$ cat src/rtl/bcd_addsub_seq.sv
// Digit-serial signed-magnitude BCD add/subtract that time-shares one single-digit BCD adder.
// Define BCD_INPUT_CHECK_EN to add the invalid output and reject operands holding non-BCD digits.
module bcd_addsub_seq #(
   parameter int DIGITS = 4
) (
   input  logic                clk,
   input  logic                rst_n,
   input  logic                start,
   input  logic [4*DIGITS-1:0] a_bcd,
   input  logic                a_sign,
   input  logic [4*DIGITS-1:0] b_bcd,
   input  logic                b_sign,
   output logic                busy,
   output logic                done,
   output logic [4*DIGITS-1:0] result,
   output logic                result_sign,
   output logic                overflow
`ifdef BCD_INPUT_CHECK_EN
   ,
   output logic                invalid
`endif
);

   localparam int W     = 4 * DIGITS;
   localparam int IDX_W = (DIGITS > 1) ? $clog2(DIGITS) : 1;

   typedef enum logic [2:0] {S_IDLE, S_PASS1, S_EAC, S_FIX, S_DONE} state_t;

   function automatic logic [3:0] nines_comp(input logic [3:0] d);
      return 4'd9 - d;
   endfunction

   // Returns {carry_out, sum_digit}.
   function automatic logic [4:0] bcd_add(input logic [3:0] x, input logic [3:0] y, input logic cin);
      logic [4:0] s;
      s = {1'b0, x} + {1'b0, y} + {4'b0000, cin};
      if (s > 5'd9) return {1'b1, s[3:0] + 4'd6};
      return {1'b0, s[3:0]};
   endfunction

`ifdef BCD_INPUT_CHECK_EN
   function automatic logic has_bad_digit(input logic [W-1:0] v);
      for (int i = 0; i < DIGITS; i++)
         if (v[i*4 +: 4] > 4'd9) return 1'b1;
      return 1'b0;
   endfunction
`endif

   state_t           state_q, state_d;
   logic [W-1:0]     op_p_q, op_p_d;   // positive operand (or A on effective add)
   logic [W-1:0]     op_n_q, op_n_d;   // negative operand (or B on effective add)
   logic [W-1:0]     work_q, work_d;
   logic [IDX_W-1:0] idx_q, idx_d;
   logic             carry_q, carry_d;
   logic             sub_q, sub_d;
   logic             neg_q, neg_d;
   logic [W-1:0]     result_q, result_d;
   logic             result_sign_q, result_sign_d;
   logic             overflow_q, overflow_d;
`ifdef BCD_INPUT_CHECK_EN
   logic             invalid_q, invalid_d;
`endif

   logic [3:0] add_x, add_y, add_sum;
   logic       add_cout;
   logic       last_digit;

   assign last_digit = (idx_q == IDX_W'(DIGITS - 1));

   // NOTE: sequential state uses non-blocking assignments so every flop samples pre-edge values.
   always_ff @(posedge clk or negedge rst_n) begin
      if (!rst_n) begin
         state_q       <= S_IDLE;
         op_p_q        <= '0;
         op_n_q        <= '0;
         work_q        <= '0;
         idx_q         <= '0;
         carry_q       <= 1'b0;
         sub_q         <= 1'b0;
         neg_q         <= 1'b0;
         result_q      <= '0;
         result_sign_q <= 1'b0;
         overflow_q    <= 1'b0;
`ifdef BCD_INPUT_CHECK_EN
         invalid_q     <= 1'b0;
`endif
      end else begin
         state_q       <= state_d;
         op_p_q        <= op_p_d;
         op_n_q        <= op_n_d;
         work_q        <= work_d;
         idx_q         <= idx_d;
         carry_q       <= carry_d;
         sub_q         <= sub_d;
         neg_q         <= neg_d;
         result_q      <= result_d;
         result_sign_q <= result_sign_d;
         overflow_q    <= overflow_d;
`ifdef BCD_INPUT_CHECK_EN
         invalid_q     <= invalid_d;
`endif
      end
   end

   // The one shared digit adder: operand digits chosen by the current pass.
   // NOTE: every always_comb output gets a default first so no path infers a latch.
   always_comb begin
      add_x = 4'd0;
      add_y = 4'd0;
      case (state_q)
         S_PASS1: begin
            add_x = op_p_q[{idx_q, 2'b00} +: 4];
            add_y = sub_q ? nines_comp(op_n_q[{idx_q, 2'b00} +: 4]) : op_n_q[{idx_q, 2'b00} +: 4];
         end
         S_EAC:   add_x = work_q[{idx_q, 2'b00} +: 4];
         default: ;
      endcase
      {add_cout, add_sum} = bcd_add(add_x, add_y, carry_q);
   end

   logic fin, fin_neg, fin_ovf;

   always_comb begin
      state_d       = state_q;
      op_p_d        = op_p_q;
      op_n_d        = op_n_q;
      work_d        = work_q;
      idx_d         = idx_q;
      carry_d       = carry_q;
      sub_d         = sub_q;
      neg_d         = neg_q;
      result_d      = result_q;
      result_sign_d = result_sign_q;
      overflow_d    = overflow_q;
`ifdef BCD_INPUT_CHECK_EN
      invalid_d     = invalid_q;
`endif
      fin     = 1'b0;
      fin_neg = 1'b0;
      fin_ovf = 1'b0;

      case (state_q)
         S_IDLE: if (start) begin
            sub_d = a_sign ^ b_sign;
            if (a_sign && !b_sign) begin
               op_p_d = b_bcd;
               op_n_d = a_bcd;
            end else begin
               op_p_d = a_bcd;
               op_n_d = b_bcd;
            end
            neg_d   = a_sign;
            idx_d   = '0;
            carry_d = 1'b0;
            work_d  = '0;
            state_d = S_PASS1;
`ifdef BCD_INPUT_CHECK_EN
            if (has_bad_digit(a_bcd) || has_bad_digit(b_bcd)) begin
               state_d       = S_DONE;
               result_d      = '0;
               result_sign_d = 1'b0;
               overflow_d    = 1'b0;
               invalid_d     = 1'b1;
            end
`endif
         end
         S_PASS1: begin
            work_d[{idx_q, 2'b00} +: 4] = add_sum;
            carry_d = add_cout;
            idx_d   = idx_q + IDX_W'(1);
            if (last_digit) begin
               idx_d = '0;
               if (!sub_q) begin
                  fin     = 1'b1;
                  fin_neg = neg_q;
                  fin_ovf = add_cout;
               end else if (add_cout) begin
                  // End-around carry: the final carry becomes the initial carry of the ripple pass.
                  state_d = S_EAC;
               end else begin
                  state_d = S_FIX;
               end
            end
         end
         S_EAC: begin
            work_d[{idx_q, 2'b00} +: 4] = add_sum;
            carry_d = add_cout;
            idx_d   = idx_q + IDX_W'(1);
            if (last_digit) begin
               idx_d = '0;
               fin   = 1'b1;
            end
         end
         S_FIX: begin
            for (int i = 0; i < DIGITS; i++)
               work_d[i*4 +: 4] = nines_comp(work_q[i*4 +: 4]);
            fin     = 1'b1;
            fin_neg = (work_d != '0);
         end
         S_DONE:  state_d = S_IDLE;
         default: state_d = S_IDLE;
      endcase

      if (fin) begin
         state_d       = S_DONE;
         result_d      = work_d;
         result_sign_d = fin_neg;
         overflow_d    = fin_ovf;
`ifdef BCD_INPUT_CHECK_EN
         invalid_d     = 1'b0;
`endif
      end
   end

   always_comb begin
      busy        = (state_q == S_PASS1) || (state_q == S_EAC) || (state_q == S_FIX);
      done        = (state_q == S_DONE);
      result      = result_q;
      result_sign = result_sign_q;
      overflow    = overflow_q;
`ifdef BCD_INPUT_CHECK_EN
      invalid     = invalid_q;
`endif
   end

endmodule
$ cat config.mk
export PLATFORM = sky130hd
export DESIGN_NAME = bcd_addsub_seq
export DESIGN_NICKNAME = d
export VERILOG_FILES = /design/src/rtl/bcd_addsub_seq.sv
export SDC_FILE = /design/constraint.sdc
export NUM_CORES = 1
export LEC_CHECK = 0
export CELL_PAD_IN_SITES_DETAIL_PLACEMENT = 2
export CELL_PAD_IN_SITES_GLOBAL_PLACEMENT = 2
export CORE_MARGIN = 2
export CORE_UTILIZATION = 32
export CTS_CLUSTER_SIZE = 10
export DETAILED_ROUTE_END_ITERATION = 12
export PLACE_DENSITY = 0.87
export SLEW_MARGIN = 10
export SYNTH_ARGS = -nofsm -noshare
export SYNTH_HDL_FRONTEND = slang
export SYNTH_SLANG_ARGS = --single-unit
$ cat constraint.sdc
create_clock -name clk -period 4.1 [get_ports clk]
set_input_delay 0.41 -clock clk [delete_from_list [all_inputs] [get_ports clk]]
set_output_delay 0.41 -clock clk [all_outputs]
set_load 0.005 [all_outputs]
-- After elaboration in Yosys (flattened, before gate mapping)
Index checks and enable logic that the tools add are counted.
Widths: inputs -> output; s select.
- register bits: 74
- latch bits: 0
- bits in writable memories: 0
- ROM bits: 0
- bits of input ports: 37
- output and inout bits: 20
- logic and storage cells: 82
- memories: 0
- $add $sub $neg: 10
- multipliers: 0
- divide/modulo/power cells: 0
- magnitude comparators: 1
- equality and inequality tests: 10
- shift operators: 5
- muxes and demuxes: 32
- bitwise gates (word level): 1
- reductions and logical operators: 12
- operators with widths (operator ; count):
    $mux 16 ; 3
    $pmux 16 s3 ; 1
    $shiftx 16x5->4 ; 3
    $sub 4x4->4 const A ; 5
    $bwmux 16 ; 1
    $reduce_bool 16->1 ; 1
    $shift 4x6->16 const A ; 1
    $shiftx 4x6->16 ; 1
    $mux 3 ; 4
    $mux 1 ; 11
    $mux 5 ; 2
    $ne 3x3->1 const B ; 3
    $pmux 3 s3 ; 1
    $mux 4 ; 2
    $pmux 4 s2 ; 1
    $eq 3x2->1 const B ; 2
    $neg 4->6 ; 1
    $add 4x4->5 ; 1
    $add 5x1->5 ; 1
    $gt 5x4->1 const B ; 1
    $add 4x3->4 const B ; 1
    $mux 2 ; 2
    $pmux 1 s2 ; 2
    $pmux 2 s2 ; 1
    other kinds (16) ; 19

-- Logic depth before layout (Yosys ltp)
- depth in word-level cells: 14
- gate-level depth with buffers: 16
- gate-level depth less buffers: 14

-- Worst setup path after synthesis
No wires, ideal clock.
- path type: flip-flop to flip-flop
- start: register state_q[0]
- end: register result_q[1], in the netlist result[1]
- setup time: 134 ps
- arrival: 3908 ps
- data required time: 3966 ps
- slack: 58 ps
- stages on the path, launching flop included: 17
- path buffers: 2
- clock period less this slack: 4042 ps
- cell sequence: dfrtp_1 -> buf_4 -> buf_6 -> nand2b_4 -> nor2_2 -> mux4_2 -> mux2i_1 -> nor2_1 -> fa_1 -> fa_1 -> xnor2_1 -> ha_1 -> a21boi_2 -> and4bb_2 -> o211ai_1 -> o41a_1 -> a31oi_1
- word-level cells in the longest chain between the ends: 10
- elaborated cells between the ends (all ways): 18
- those cells by class: 3 x add/sub; 1 x order compare; 3 x eq/ne; 1 x shift; 8 x mux; 2 x reduce/logical
- ends and longest elaborated chain (element ; RTL line ; source):
    from (decl) ; 49 ; state_t state_q, state_d;
    from (signal assigned) ; 88 ; state_q <= state_d;
    $eq 3x2->1 or $eq 3x1->1 (tied branches) ; 110, 142 ;
    $pmux 4 s2 or $mux 4 (tied branches) ; 110 ; case (state_q)
    $add 4x4->5 ; 36 ; s = {1'b0, x} + {1'b0, y} + {4'b0000, cin};
    $add 5x1->5 ; 36 ;
    $add 4x3->4 or $gt 5x4->1 (tied branches) ; 37 ; if (s > 5'd9) return {1'b1, s[3:0] + 4'd6};
    $mux 5 or $mux 1 (tied branches) ; 37 ;
    $mux 5 ; 38 ; return {1'b0, s[3:0]};
    $shiftx 4x6->16 ; 168, 186 ;
    $bwmux 16 ; 168, 186 ;
    $pmux 16 s3 ; 142 ; case (state_q)
    to (signal assigned) ; 96 ; result_q <= result_d;
    to (decl) ; 57 ; logic [W-1:0] result_q, result_d;
Parallel ways exist; a longest one is shown, timed or not. The select of a mux whose other input is x is not followed.
A chain may end at the register's enable or synchronous reset.

-- Worst setup path after layout
- start: register state_q[0]
- end: register work_q[14]
- word-level cells in the longest chain between the ends: 10
- elaborated cells between the ends (all ways): 17
- those cells by class: 3 x add/sub; 1 x order compare; 3 x eq/ne; 1 x shift; 7 x mux; 2 x reduce/logical
- ends and longest elaborated chain (element ; RTL line ; source):
    $eq 3x2->1 or $eq 3x1->1 (tied branches) ; 110, 142 ;
    $pmux 4 s2 or $mux 4 (tied branches) ; 110 ;
    $add 4x4->5 ; 36 ;
    $add 5x1->5 ; 36 ;
    $add 4x3->4 or $gt 5x4->1 (tied branches) ; 37 ;
    $mux 5 or $mux 1 (tied branches) ; 37 ;
    $mux 5 ; 38 ;
    $shiftx 4x6->16 ; 168, 186 ;
    $bwmux 16 ; 168, 186 ;
    $pmux 16 s3 * ; 142 ;
    net work_d[14] ; 52 ; logic [W-1:0] work_q, work_d;
    to (signal assigned) ; 91 ; work_q <= work_d;
    to (decl) ; 52 ;
The timed path passes the listed nets; every way through them passes the cells marked *. The select of a mux whose other input is x is not followed.

==> out/metrics.cfg <==
[grt]
track_usage=0.215
grt_pass1_vias=4770
grt_pass1_wl_um=26400
antenna_found_initial=0
grt-ovfl-total=0
grt_max_degree=75

[synthesis]
yosys-top-cells-area=dfrtp_1 39%, mux2i_1 7.6%, mux4_2 5.2%
ys_seq_area_frac=0.389
synthTopCellsByCount=74 x dfrtp_1, 64 x nor2_1, 44 x a21oi_1
synth-edff-count=0
ys_ff_latch=74
syn_area_sq_mm=0.00476
synthFlopType=dfrtp_1
synth_top_area_frac=0.389
synth_cell_types=62
syn-num-nets=556
yosys_warnings=0
yosysMostFrequentCell=dfrtp_1
synth_area_per_cell_sq_um=9.53
syn_inst=500
synth_area_leader_cell=dfrtp_1
synth-async-reset-ratio=1.00

[timing]
setup_viol=0
min_period_over_period=0.943
slew_headroom=0.351
worst_pin_slew_ps=973
rsz0062_at_grt=false
fmaxAchievable_mhz=259
fin_crit_ps=3870
slew_viol_final=0
finalHoldViolCount=0
skew_ps=8.59

[routing]
drt_wl_total_um=16500
drtIter0Drc=189
drtPass1Iterations=4
vias_per_cell=5.70
num_vias=4220
avgRoutedWirePerCell_um=22.3
drc=0
ant_nets=0

[worst_setup_path]
cp-start-kind=flop
required_ps=4350
cp_max_fo=8
cpMostUsedCell=o21ai_0
cp_slowest_stage_delay_ps=600
end_kind=flop
path_buf_inv=1
critPathTopFamily=adder cells
critPathSlowestCell=fa_2
path_class=reg2reg
critPathArrivalTime_ps=4120
crit_path_cell_trace=nand2b_4, nor2_4, mux4_2, mux2i_1, nor2_1, fa_1, fa_2, inv_1, ha_1, o211ai_1, o21ai_0, mux2_4, o21ai_0

[die]
start_util=0.328
dieArea_sq_mm=0.0159
fp.dieH_um=126
rows=44
die_w_um=126
core_area_sq_mm=0.0145
num_io_pins=57

[clock_tree]
clkTransAtPathRegs_ps=60
cts_tree=yes
cts_buffers=9
clock_tree.root_cell=clkbuf_16
cts.path.max_buffers=2
htreeDepth=3
clock_latency_ps=350
cts_num_sinks=74

[cells_and_area]
layout.nets=607
stdcell_area_sq_mm=0.00582
diodes=0
drive_gt1_frac=0.122
syn2layout_area_growth_pct=22.2

[job]
maxCapViolations=0

[min_path]
hp-class=in2async

[status]
status=finished, final reports clean

[placed_design]
placed_cell_area_sq_mm=0.00550
dp_hpwl_um=12500
port_buffers=56
finalWeightedCongestion=0.861

worst reg2reg max path, delay by kind of cell (launching register included):
| family | cells | cell delay (ps) |
|---|---|---|
| adder cells (fa/ha/maj) | 3 | 1430 |
| multiplexers | 3 | 840 |
| AO/OA/AOI/OAI | 3 | 600 |
| flip-flops | 1 | 380 |
| AND/OR/NAND/NOR | 3 | 380 |
| buffers and inverters | 1 | 130 |
sequential cells by signal (all words and copies together), names as in the netlist:
signal	count
op_n_q	16
sub_q	1
result_sign	1
carry_q	1
overflow	1
op_p_q	16
idx_q	2
neg_q	1
result	16
work_q	16
state_q	3
what timing repair did:
item	in CTS	in global routing
hold buffers	0	0
buffers inserted	0	1
endpoints found under the setup margin	10	17
gates resized for setup	1	5
worst paths after layout:
check | startpoint | endpoint | slack (ps) | cells past startpoint
max in group asynchronous | rst_n | idx_q[0]$_DFFE_PN0P_ | 3190 | 1
min in group clk | result_sign$_DFFE_PN0P_ | result_sign$_DFFE_PN0P_ | 540 | 1
max reg2reg | state_q[0]$_DFFE_PN0P_ | work_q[14]$_DFF_PN0_ | 230 | 13
min reg2reg | result_sign$_DFFE_PN0P_ | result_sign$_DFFE_PN0P_ | 540 | 1
max | state_q[0]$_DFFE_PN0P_ | work_q[14]$_DFF_PN0_ | 230 | 13
min | rst_n | work_q[0]$_DFF_PN0_ | 230 | 1
cells in the final DEF, fill, tap and decap left out, drive strengths merged, types with 12 or more instances in the layout:
cell	count
dfrtp	74
nor2	66
mux4	12
o21ai	36
nand2	34
nand3	14
ha	17
mux2i	36
clkbuf	14
inv	20
buf	17
clkdlybuf4s50	55
a21oi	46
stage by stage:
stage	TNS [ps]	hold WS, ps	util	worst slack [ps]	std cells
6_report	0	226	0.401	234	740
5_1_grt	0	315	0.401	47.0	740
4_1_cts	0	271	0.398	19.2	739
3_5_place_dp	-707	528	0.379	-135	723
3_3_place_gp	0	505	0.379	155	723
2_1_floorplan	0	114	-	57.8	500
cell families after synthesis:
logic type,share of synthesized area
buf+inv,0.0512
fa+ha+maj,0.0531
mux,0.148
compound gates,0.190
flops,0.389
xor+xnor,0.0165
simple gates,0.153
per-layer routing:
| metal | global-route usage | routed length [um] | vias up |
|---|---|---|---|
| li1 | - | - | 1908 |
| met1 | 0.267 | 6840 | 2143 |
| met2 | 0.362 | 8240 | 127 |
| met3 | 0.0306 | 783 | 42 |
| met4 | 0.116 | 621 | 0 |
| met5 | 0 | 0 | - |
layout make-up:
cell class                 instances  area [sq um]
fill                            1589          8710
sequential                        74          1850
clock buffer                      14           274
inverter                          21          78.8
timing repair buffer              72           678
multi-input combinational        373          2700
clock inverter                     2          10.0
tap                              184           230
Power is left out: the tool's default activity adds up to more than one toggle a clock period on the data nets, which glitch-free logic cannot reach.
